===== config.mk =====
export PLATFORM = sky130hd
export DESIGN_NAME = serial_adder_cs303
export DESIGN_NICKNAME = d
export VERILOG_FILES = /design/src/rtl/serial_adder_cs303.sv
export SDC_FILE = /design/constraint.sdc
export NUM_CORES = 1
export LEC_CHECK = 0
export CAP_MARGIN = 20
export CORE_UTILIZATION = 55
export DETAILED_ROUTE_END_ITERATION = 7
export DONT_BUFFER_PORTS = 1
export PLACE_DENSITY = 0.7
export SLEW_MARGIN = 20
export SYNTH_ARGS = -nofsm -noshare
export SYNTH_HDL_FRONTEND = slang
export SYNTH_SLANG_ARGS = --single-unit

===== constraint.sdc =====
create_clock -name i_clk -period 1.55 [get_ports i_clk]
set_input_delay 0.155 -clock i_clk [delete_from_list [all_inputs] [get_ports i_clk]]
set_output_delay 0.155 -clock i_clk [all_outputs]
set_load 0.05 [all_outputs]

===== src/rtl/serial_adder_cs303.sv =====
// serial_adder_cs303: multi-cycle adder that sums two WIDTH-bit operands plus a
// carry-in, DIGIT bits per clock, behind a start/busy/done handshake.
// Each digit is a ripple chain of FA_cs303 full adders. The carry is registered
// between digits.
// Optional feature macro: SIGNED_OVF_EN adds the o_ovf signed-overflow output.

module FA_cs303 (
  input  logic i_a,
  input  logic i_b,
  input  logic i_c,
  output logic o_s,
  output logic o_c
);
  assign o_s = i_a ^ i_b ^ i_c;
  assign o_c = (i_a & i_b) | (i_c & (i_a ^ i_b));
endmodule

module serial_adder_cs303 #(
  parameter int WIDTH = 8,
  parameter int DIGIT = 1
) (
  input  logic             i_clk,
  input  logic             i_rst,
  input  logic             i_start,
  input  logic [WIDTH-1:0] i_a,
  input  logic [WIDTH-1:0] i_b,
  input  logic             i_cin,
  output logic             o_busy,
  output logic             o_done,
  output logic [WIDTH-1:0] o_sum,
  output logic             o_cout
`ifdef SIGNED_OVF_EN
  ,
  output logic             o_ovf
`endif
);

  localparam int STEPS = (DIGIT > 0) ? (WIDTH / DIGIT) : 1;
  localparam int CW    = (STEPS > 1) ? $clog2(STEPS) : 1;
  localparam logic [CW-1:0] LAST_CNT = CW'(STEPS - 1);

  if (WIDTH < 1 || DIGIT < 1 || DIGIT > WIDTH || (WIDTH % DIGIT) != 0) begin : g_param_err
    $error("serial_adder_cs303: illegal WIDTH=%0d DIGIT=%0d", WIDTH, DIGIT);
  end

  typedef enum logic [1:0] {
    S_IDLE = 2'd0,
    S_RUN  = 2'd1,
    S_DONE = 2'd2
  } state_t;

  state_t           r_state;
  state_t           w_state_nxt;
  logic             w_accept;
  logic             w_step;
  logic             w_last;

  logic [WIDTH-1:0] r_a;
  logic [WIDTH-1:0] r_b;
  logic [WIDTH-1:0] r_sum;
  logic [CW-1:0]    r_cnt;
  logic             r_carry;
  logic             r_cout;
  logic             r_busy;
  logic             r_done;

  logic [DIGIT:0]         w_c;
  logic [DIGIT-1:0]       w_dsum;
  logic [WIDTH+DIGIT-1:0] w_cat;
  logic [WIDTH-1:0]       w_sum_nxt;

  // Digit datapath: ripple chain seeded by the registered inter-digit carry.
  assign w_c[0] = r_carry;
  for (genvar g = 0; g < DIGIT; g++) begin : g_fa
    FA_cs303 u_fa (
      .i_a (r_a[g]),
      .i_b (r_b[g]),
      .i_c (w_c[g]),
      .o_s (w_dsum[g]),
      .o_c (w_c[g+1])
    );
  end

  // New digit enters sum at the MSB end; after STEPS shifts the LSB digit lands at bit 0.
  assign w_cat     = {w_dsum, r_sum};
  assign w_sum_nxt = w_cat[WIDTH+DIGIT-1:DIGIT];

  // Next-state logic and datapath enables for the IDLE -> RUN -> DONE sequence.
  always_comb begin
    w_state_nxt = r_state;
    w_accept    = 1'b0;
    w_step      = 1'b0;
    w_last      = 1'b0;
    case (r_state)
      S_IDLE: begin
        if (i_start) begin
          w_state_nxt = S_RUN;
          w_accept    = 1'b1;
        end else begin
          w_state_nxt = S_IDLE;
        end
      end
      S_RUN: begin
        w_step = 1'b1;
        if (r_cnt == LAST_CNT) begin
          w_last      = 1'b1;
          w_state_nxt = S_DONE;
        end else begin
          w_state_nxt = S_RUN;
        end
      end
      S_DONE:  w_state_nxt = S_IDLE;
      default: w_state_nxt = S_IDLE;
    endcase
  end

  // State register.
  always_ff @(posedge i_clk) begin
    if (i_rst) begin
      r_state <= S_IDLE;
    end else begin
      r_state <= w_state_nxt;
    end
  end

  // Handshake flags registered from the next state so they align with the state.
  always_ff @(posedge i_clk) begin
    if (i_rst) begin
      r_busy <= 1'b0;
      r_done <= 1'b0;
    end else begin
      r_busy <= (w_state_nxt != S_IDLE);
      r_done <= (w_state_nxt == S_DONE);
    end
  end

  // Operand capture on accept, then one digit per clock while running.
  always_ff @(posedge i_clk) begin
    if (i_rst) begin
      r_a     <= '0;
      r_b     <= '0;
      r_sum   <= '0;
      r_cnt   <= '0;
      r_carry <= 1'b0;
      r_cout  <= 1'b0;
    end else if (w_accept) begin
      r_a     <= i_a;
      r_b     <= i_b;
      r_carry <= i_cin;
      r_cnt   <= '0;
    end else if (w_step) begin
      r_a     <= r_a >> DIGIT;
      r_b     <= r_b >> DIGIT;
      r_sum   <= w_sum_nxt;
      r_carry <= w_c[DIGIT];
      r_cnt   <= r_cnt + CW'(1'b1);
      if (w_last) begin
        r_cout <= w_c[DIGIT];
      end
    end
  end

`ifdef SIGNED_OVF_EN
  logic r_ovf;

  // Signed overflow of the final digit: carry into the MSB differs from carry out.
  always_ff @(posedge i_clk) begin
    if (i_rst) begin
      r_ovf <= 1'b0;
    end else if (w_step && w_last) begin
      r_ovf <= w_c[DIGIT] ^ w_c[DIGIT-1];
    end
  end

  assign o_ovf = r_ovf;
`endif

  assign o_busy = r_busy;
  assign o_done = r_done;
  assign o_sum  = r_sum;
  assign o_cout = r_cout;

endmodule


==> flow_summary.json, run 1 <==
{
  "report.final.slew_viol_count": 0,
  "drive_above_1_share_pct": 12.9,
  "grt_use_total_pct": 22.9,
  "synth_nets": 183,
  "vdd_drop_max_mv": 0.719,
  "dominantRegCellSynth": "dfxtp_1",
  "fin_nets": 193,
  "rsz0062_at_grt": "false",
  "grt_max_degree": 34,
  "fin_setup_tns_ps": 0,
  "synth-edff-count": 0,
  "post_cts_buffers": 0,
  "min_from": "i_a[5]",
  "worst-setup-path-type": "flop to flop",
  "cp-end-kind": "flop",
  "critical-path-slowest-cell": "dfxtp_1",
  "yosysSeqAreaShare_pct": 47.7,
  "synth_cell_type_count": 28,
  "powerDensity_nw_per_um2": 1060,
  "dp_hpwl_mm": 1.70,
  "clkLatencyLatePin_ps": 310,
  "ios": 31,
  "cts_buffers": 5,
  "syn2layout_area_growth_pct": 11.7,
  "dr.pass1.iters": 4,
  "fmax_mhz": 728,
  "clockBufferDepth": 2,
  "place_ws_ps": 78.9,
  "period_needed_ps": 1370,
  "holdPathStages": 2,
  "cp_max_fo": 10,
  "path_buf_inv": 1,
  "clk_pin_slew_ps": 90,
  "fin_ws_ps": 176,
  "start_util_pct": 60.3,
  "cp.arrival_ps": 1600,
  "async_flop_share_pct": 0,
  "reg2reg_slack_ps": 180,
  "skew_ps": 1.81,
  "critPathTopFamily": "flip-flops",
  "finalSetupViolCount": 0,
  "max-cap-violations": 0,
  "die_y_um": 52.2,
  "die_area_um2": 2730,
  "final_antenna_net_count": 0,
  "grt-ovfl-total": 0,
  "hold_class": "input pin to flop",
  "fin_area_um2": 1550,
  "rows": 17,
  "grt_pass1_vias": 994,
  "relSlewSlack_pct": 63.7,
  "cp_slowest_stage_delay_ps": 530,
  "synth_cells": 160,
  "drtIter0Drc": 30,
  "worstMarginPinSlew_ps": 544,
  "reg2reg_to": "r_b[2]",
  "finalHoldViolations": 0,
  "place_area_um2": 1420,
  "portBuffers": 0,
  "dieWidth_um": 52.2,
  "htree_levels": 2,
  "critPathLaunchType": "flop",
  "synth_area_um2": 1390,
  "r2r.worst_path.cells": 4,
  "ys_seq_elements": 33,
  "root_buffer": "clkbuf_4",
  "grt_pass1_wl_mm": 4.44,
  "cts_sinks": 33,
  "finalCritPeriodShare_pct": 88.7,
  "cts_tree": "built",
  "totalWireLength_mm": 2.60,
  "via_per_inst": 5.67,
  "yosysWarnings": 0,
  "syn_avg_cell_area_um2": 8.66,
  "cp_cell_sequence": "nor2b_1, buf_4, nand2_1, a211oi_1",
  "final_common_cell": "dfxtp_1",
  "r2r_start": "r_state[0]",
  "power_leakage_nw": 0.585,
  "globalplace.congestion": 0.748,
  "antenna_found_initial": 0,
  "diodes": 0,
  "crit_required_ps": 1780,
  "coreArea_um2": 2300,
  "hold_end": "r_a[5]",
  "vias": 1122,
  "outcome": "finished clean",
  "route.detailed.drc": 0,
  "most-common-layout-cells": "dfxtp_1 (33), nand2_1 (31), a21oi_1 (21)",
  "avgRoutedWirePerCell_um": 13.2
}
[where the power goes]
part	leakage (nW)	internal, W	switching [W]	total (W)
clock	0.0314	0.000214	0.000262	0.000476
combinational	0.283	0.000103	0.000128	0.000231
sequential	0.271	0.000897	0.0000404	0.000938
[Yosys cell counts (all sizes together), types with 2 or more instances]
master / number / area, µm²
a211oi: 14 / 105
a21oi: 21 / 105
buf: 9 / 72.6
clkbuf: 4 / 15.0
dfxtp: 33 / 661
ha: 2 / 25.0
inv: 2 / 7.51
mux2i: 2 / 20.0
nand2: 31 / 116
nand2b: 2 / 12.5
nand3: 3 / 15.0
nor2: 20 / 77.6
nor2b: 2 / 12.5
nor3: 3 / 15.0
o22ai: 2 / 12.5
o2bb2ai: 2 / 17.5
[area by class of cell]
class | instances | area [µm²]
fill | 188 | 748
inverter | 2 | 7.51
clock buffer | 7 | 55.1
tap | 28 | 35.0
sequential | 33 | 661
multi-input combinational | 112 | 633
timing repair buffer | 16 | 158
[metal layers]
metal  vias to the layer above  wire [µm]  share of wire (%)  global-route usage (%)
li1                        566          -                  -                       -
met1                       518       1210                 46                    27.9
met5                         -          0                  0                       0
met3                         5        153                5.9                    8.99
met2                        33       1200                 46                    36.5
met4                         0         36                1.4                    7.89
[worst reg2reg max path: stages, from the launching register on]
cell      delay, ps
dfxtp_1         530
nor2b_1         270
buf_4           210
nand2_1          70
a211oi_1        210
[cells by family (layout without fill, tap and decap cells)]
kind of cell,Yosys count,count (layout),synth area share [%]
buffers and inverters,15,25,6.86
DFF,33,33,47.7
and+or+nand+nor,64,64,20.5
xor gates and xnor gates,1,1,0.632
adders and majority gates,3,3,3.25
AOI/OAI and AO/OA,42,42,19.7
muxes,2,2,1.44
[worst max-delay path by stage]
stage	cells after the start	end	from
after floorplan	6	r_a[7]	r_state[0]
after global placement	3	r_a[1]	r_state[0]
after detailed placement	3	r_a[1]	r_state[0]
after CTS	3	r_a[1]	r_state[0]
after global routing	4	r_b[5]	r_state[0]
final	4	r_b[2]	r_state[0]
[registers in the layout (all words and copies together) (netlist names)]
register	flops
o_sum	8
o_done	1
r_b	8
o_cout	1
r_cnt	3
r_state	2
r_carry	1
r_a	8
o_busy	1
[per-stage QoR]
step                hold WS (ps)  cells  power, W  util [%]
floorplan                    291    160   0.00113         -
global placement             227    185   0.00115      61.9
detailed placement           227    185   0.00116      61.9
CTS                         3.84    196   0.00165      66.4
global route               0.877    198   0.00173      67.4
finish                      14.9    198   0.00165      67.4
[what timing repair did]
| item | 4_1_cts | 5_1_grt |
|---|---|---|
| hold buffers | 4 | 2 |
| resized for setup | 0 | 1 |
| endpoints found under the hold margin | 33 | 2 |
| setup endpoints to repair | 0 | 10 |
(Power assumes the default switching activity.)
==> inputs of run 2 (changes only) <==
Clock period 1.55 ns to 1.6 ns, I/O delays scaled along.
==> flow_summary.json, run 2 (same netlist as run 1, synthesis figures left out) <==
{
  "fin_nets": 194,
  "post_cts_buffers": 0,
  "worstSetupPathDepth": 4,
  "worst-setup-path-type": "flop to flop",
  "syn2layout_area_growth_pct": 11.4,
  "ios": 31,
  "rsz0062_at_grt": "false",
  "critical-path-slowest-cell": "dfxtp_1",
  "crit_required_ps": 1830,
  "final_antenna_net_count": 0,
  "final_common_cell": "dfxtp_1",
  "finalSetupViolCount": 0,
  "place_area_um2": 1420,
  "cp_cell_sequence": "nor2b_1, buf_4, nand2_1, a211oi_1",
  "startpoint": "r_state[0]",
  "dp_hpwl_mm": 1.78,
  "totalWireLength_mm": 2.58,
  "via_per_inst": 5.46,
  "die_y_um": 52.2,
  "portBuffers": 0,
  "grtUsageMet3_pct": 6.09,
  "cp_max_fo": 11,
  "finalPower_w": 0.00165,
  "powerDensity_nw_per_um2": 1070,
  "power_leakage_nw": 0.589,
  "hold_class": "input pin to flop",
  "critPathTopFamily": "flip-flops",
  "use_met1_pct": 28.3,
  "rows": 17,
  "globalplace.congestion": 0.793,
  "report.final.slew_viol_count": 0,
  "most-common-layout-cells": "dfxtp_1 (33), nand2_1 (31), a21oi_1 (21)",
  "place_ws_ps": 138,
  "skew_ps": 8.44,
  "root_buffer": "clkbuf_4",
  "avgRoutedWirePerCell_um": 12.9,
  "r2r_start": "r_state[0]",
  "cp.arrival_ps": 1570,
  "dieWidth_um": 52.2,
  "cts_buffers": 5,
  "cp-end-kind": "flop",
  "dr.pass1.iters": 4,
  "grt_pass1_wl_mm": 4.45,
  "fin_ws_ps": 264,
  "critPathLaunchType": "flop",
  "fmax_mhz": 749,
  "fin_cells": 200,
  "use_met2_pct": 35.9,
  "relSlewSlack_pct": 60.8,
  "max-cap-violations": 0,
  "vias": 1092,
  "grt-ovfl-total": 0,
  "fillers": 200,
  "outcome": "finished clean",
  "clkLatencyLatePin_ps": 320,
  "reg2reg_to": "r_b[6]",
  "cts_tree": "built",
  "finalHoldViolations": 0,
  "placedCellCount": 186,
  "finalCritPeriodShare_pct": 83.5,
  "vdd_drop_max_mv": 0.871,
  "htree_levels": 2,
  "grt_pass1_vias": 999,
  "grt_max_degree": 34,
  "fin_area_um2": 1540,
  "start_util_pct": 60.3,
  "period_needed_ps": 1340,
  "worstMarginPinSlew_ps": 587,
  "route.detailed.drc": 0,
  "antenna_found_initial": 0,
  "path_buf_inv": 1,
  "die_area_um2": 2730,
  "reg2reg_slack_ps": 260,
  "crit_end": "r_b[6]",
  "clockBufferDepth": 2,
  "cp_slowest_stage_delay_ps": 520,
  "drive_above_1_share_pct": 14.5,
  "fin_setup_tns_ps": 0,
  "grt_use_total_pct": 22.4,
  "busiest_layer": "met2",
  "clk_pin_slew_ps": 100,
  "cts_sinks": 33,
  "r2r.worst_path.cells": 4,
  "coreArea_um2": 2300,
  "diodes": 0,
  "drtIter0Drc": 15
}
-- run 2: how the worst min path moves through the flow --
stage,slack (ps),cells after the start,endpoint,from
5_1_grt,0.4,2,r_a[6],i_a[6]
3_3_place_gp,230,1,o_cout,i_rst
6_report,20,2,r_b[3],i_b[3]
4_1_cts,3,2,r_b[4],i_b[4]
3_5_place_dp,230,1,r_state[0],i_rst
2_1_floorplan,300,2,r_a[7],i_a[7]
-- run 2: worst reg2reg max path, stage by stage (launching register included) --
cell	delay, ps
dfxtp_1	520
nor2b_1	220
buf_4	200
nand2_1	70
a211oi_1	230
-- run 2: cell type report --
class,count,area (µm²),area share (%)
Sequential cell,33,661,42.8
Clock buffer,7,65.1,4.21
Clock inverter,1,5.00,0.324
Inverter,2,7.51,0.486
Timing Repair Buffer,17,138,8.91
Multi-Input combinational cell,112,633,41.0
Tap cell,28,35.0,2.27
-- run 2: what timing repair did --
item	4_1_cts	5_1_grt
gates resized for setup	0	1
endpoints found under the hold margin	33	2
endpoints found under the setup margin	0	2
hold buffers	4	2
-- run 2: per-layer routing --
metal / vias to the layer above / share of wire [%]
met5: - / 0
met4: 0 / 0.85
met3: 4 / 5.2
met2: 37 / 47
met1: 486 / 47
li1: 565 / -
-- run 2: where the power goes --
part           total [W]  internal [W]  switching (W)
clock           0.000528      0.000255       0.000273
sequential      0.000908      0.000870      0.0000383
combinational   0.000215     0.0000934       0.000122
total            0.00165       0.00122       0.000433
-- run 2: metrics by stage --
step	util [%]	hold slack [ps]
2_1_floorplan	-	296
3_3_place_gp	61.7	232
3_5_place_dp	61.7	233
4_1_cts	66.4	2.74
5_1_grt	67.2	0.434
6_report	67.2	17.3
==> inputs of run 3 (changes only) <==
Settings changed: CORE_UTILIZATION 55 to 54, PLACE_DENSITY 0.7 to 0.72.
Clock period 1.6 ns to 1.2 ns, I/O delays scaled along.
==> flow_summary.json, run 3 (same netlist as run 1, synthesis figures left out) <==
{
  "final_antenna_net_count": 0,
  "cp_slowest_stage_delay_ps": 380,
  "crit_required_ps": 1470,
  "vdd_drop_max_mv": 1.11,
  "ios": 31,
  "dp_hpwl_mm": 1.86,
  "globalplace.congestion": 0.743,
  "place_area_um2": 1500,
  "finalSetupViolCount": 8,
  "grt_pass1_vias": 1197,
  "antenna_found_initial": 0,
  "fillers": 124,
  "finalCritPeriodShare_pct": 102,
  "reg2reg_slack_ps": -30,
  "hold_class": "input pin to flop",
  "min_from": "i_cin",
  "worstMarginPinSlew_ps": 476,
  "cts_buffers": 5,
  "most-common-layout-cells": "dfxtp_1 (31), nand2_1 (27), buf_4 (15)",
  "rsz0062_at_grt": "true",
  "cp_max_fo": 9,
  "via_per_inst": 5.93,
  "drive_above_1_share_pct": 36.9,
  "avgRoutedWirePerCell_um": 16.9,
  "power_leakage_nw": 0.740,
  "syn2layout_area_growth_pct": 40.2,
  "root_buffer": "clkbuf_4",
  "vias": 1322,
  "clk_pin_slew_ps": 100,
  "grt_max_degree": 34,
  "coreArea_um2": 2320,
  "outcome": "complete, but fails checks",
  "max-cap-violations": 0,
  "fin_area_um2": 1940,
  "critical-path-slowest-cell": "dfxtp_2",
  "powerDensity_nw_per_um2": 1200,
  "dr.pass1.iters": 4,
  "finalHoldViolations": 0,
  "grt_use_total_pct": 28.3,
  "die_area_um2": 2770,
  "r2r_start": "r_state[0]",
  "diodes": 0,
  "clockBufferDepth": 2,
  "route.detailed.drc": 0,
  "timing.hold.ws_ps": 21.2,
  "clkLatencyLatePin_ps": 340,
  "final_util_pct": 83.8,
  "relSlewSlack_pct": 68.2,
  "critPathTopFamily": "flip-flops",
  "fin_ws_ps": -30.0,
  "hold_end": "r_carry",
  "period_needed_ps": 1230,
  "finalPower_w": 0.00234,
  "cp-end-kind": "flop",
  "dieWidth_um": 52.7,
  "cts_sinks": 33,
  "portBuffers": 0,
  "final_common_cell": "dfxtp_1",
  "skew_ps": 13.1,
  "cts_tree": "built",
  "r2r.worst_path.cells": 5,
  "fin_nets": 218,
  "path_buf_inv": 2,
  "cp_cell_sequence": "buf_6, nor2b_4, buf_4, nand2_1, a21oi_1",
  "die_y_um": 52.7,
  "critPathLaunchType": "flop",
  "holdPathStages": 2,
  "start_util_pct": 59.8,
  "place_ws_ps": -110,
  "drtIter0Drc": 30,
  "grt_pass1_wl_mm": 5.48,
  "totalWireLength_mm": 3.78,
  "cp.arrival_ps": 1500,
  "worst-setup-path-type": "flop to flop",
  "fmax_mhz": 813,
  "grt-ovfl-total": 0,
  "violations": "negative setup slack",
  "rows": 17,
  "report.final.slew_viol_count": 0,
  "reg2reg_to": "o_sum[0]",
  "htree_levels": 2
}
[run 3: changes by cell type in the layout (fill, tap and decap cells not counted), sizes merged]
cell         before  now
clkinv            1    0
buf              12   26
clkbuf            7    8
dlygate4sd3       5   14
[run 3: worst max-delay path by stage]
stage | startpoint | end | depth (start not counted)
floorplan | r_state[0] | r_a[7] | 6
global placement | r_state[1] | r_a[6] | 5
detailed placement | r_state[1] | r_b[3] | 5
CTS | r_state[0] | r_b[7] | 7
global route | r_state[0] | r_b[3] | 5
finish | r_state[0] | o_sum[0] | 5
[run 3: final cells by class]
cell class	count	area (µm²)	share of cell area, %
clock buffer	7	55.1	2.83
inverter	2	7.51	0.386
multi-input combinational	112	759	39.1
sequential	33	663	34.1
tap	28	35.0	1.80
timing repair buffer	41	423	21.8
[run 3: stage by stage]
step,TNS [ps],instances
after floorplan,-747,160
after global placement,-24.1,194
after detailed placement,-788,194
after CTS,-145,220
after global routing,-912,223
final,-111,223
[run 3: timing repair]
item / in CTS / in global routing
buffers inserted: 5 / 1
hold endpoints to repair: 33 / 2
pin swaps: 8 / 7
hold buffers: 13 / 2
gates cloned: 1 / 2
gates resized for setup: 23 / 26
setup endpoints to repair: 20 / 19
[run 3: metal layers]
metal  track usage (%)  up-vias  part of all wire, %
met2              48.7       59                   52
met4              14.9        0                  3.7
met5                 0        -                    0
met1              31.0      636                   38
li1                  -      612                    -
met3              8.12       15                  6.9
[run 3: power by group]
group / switching, W / internal [W]
combinational: 0.000240 / 0.000237
clock: 0.000371 / 0.000276
sequential: 0.0000566 / 0.00116
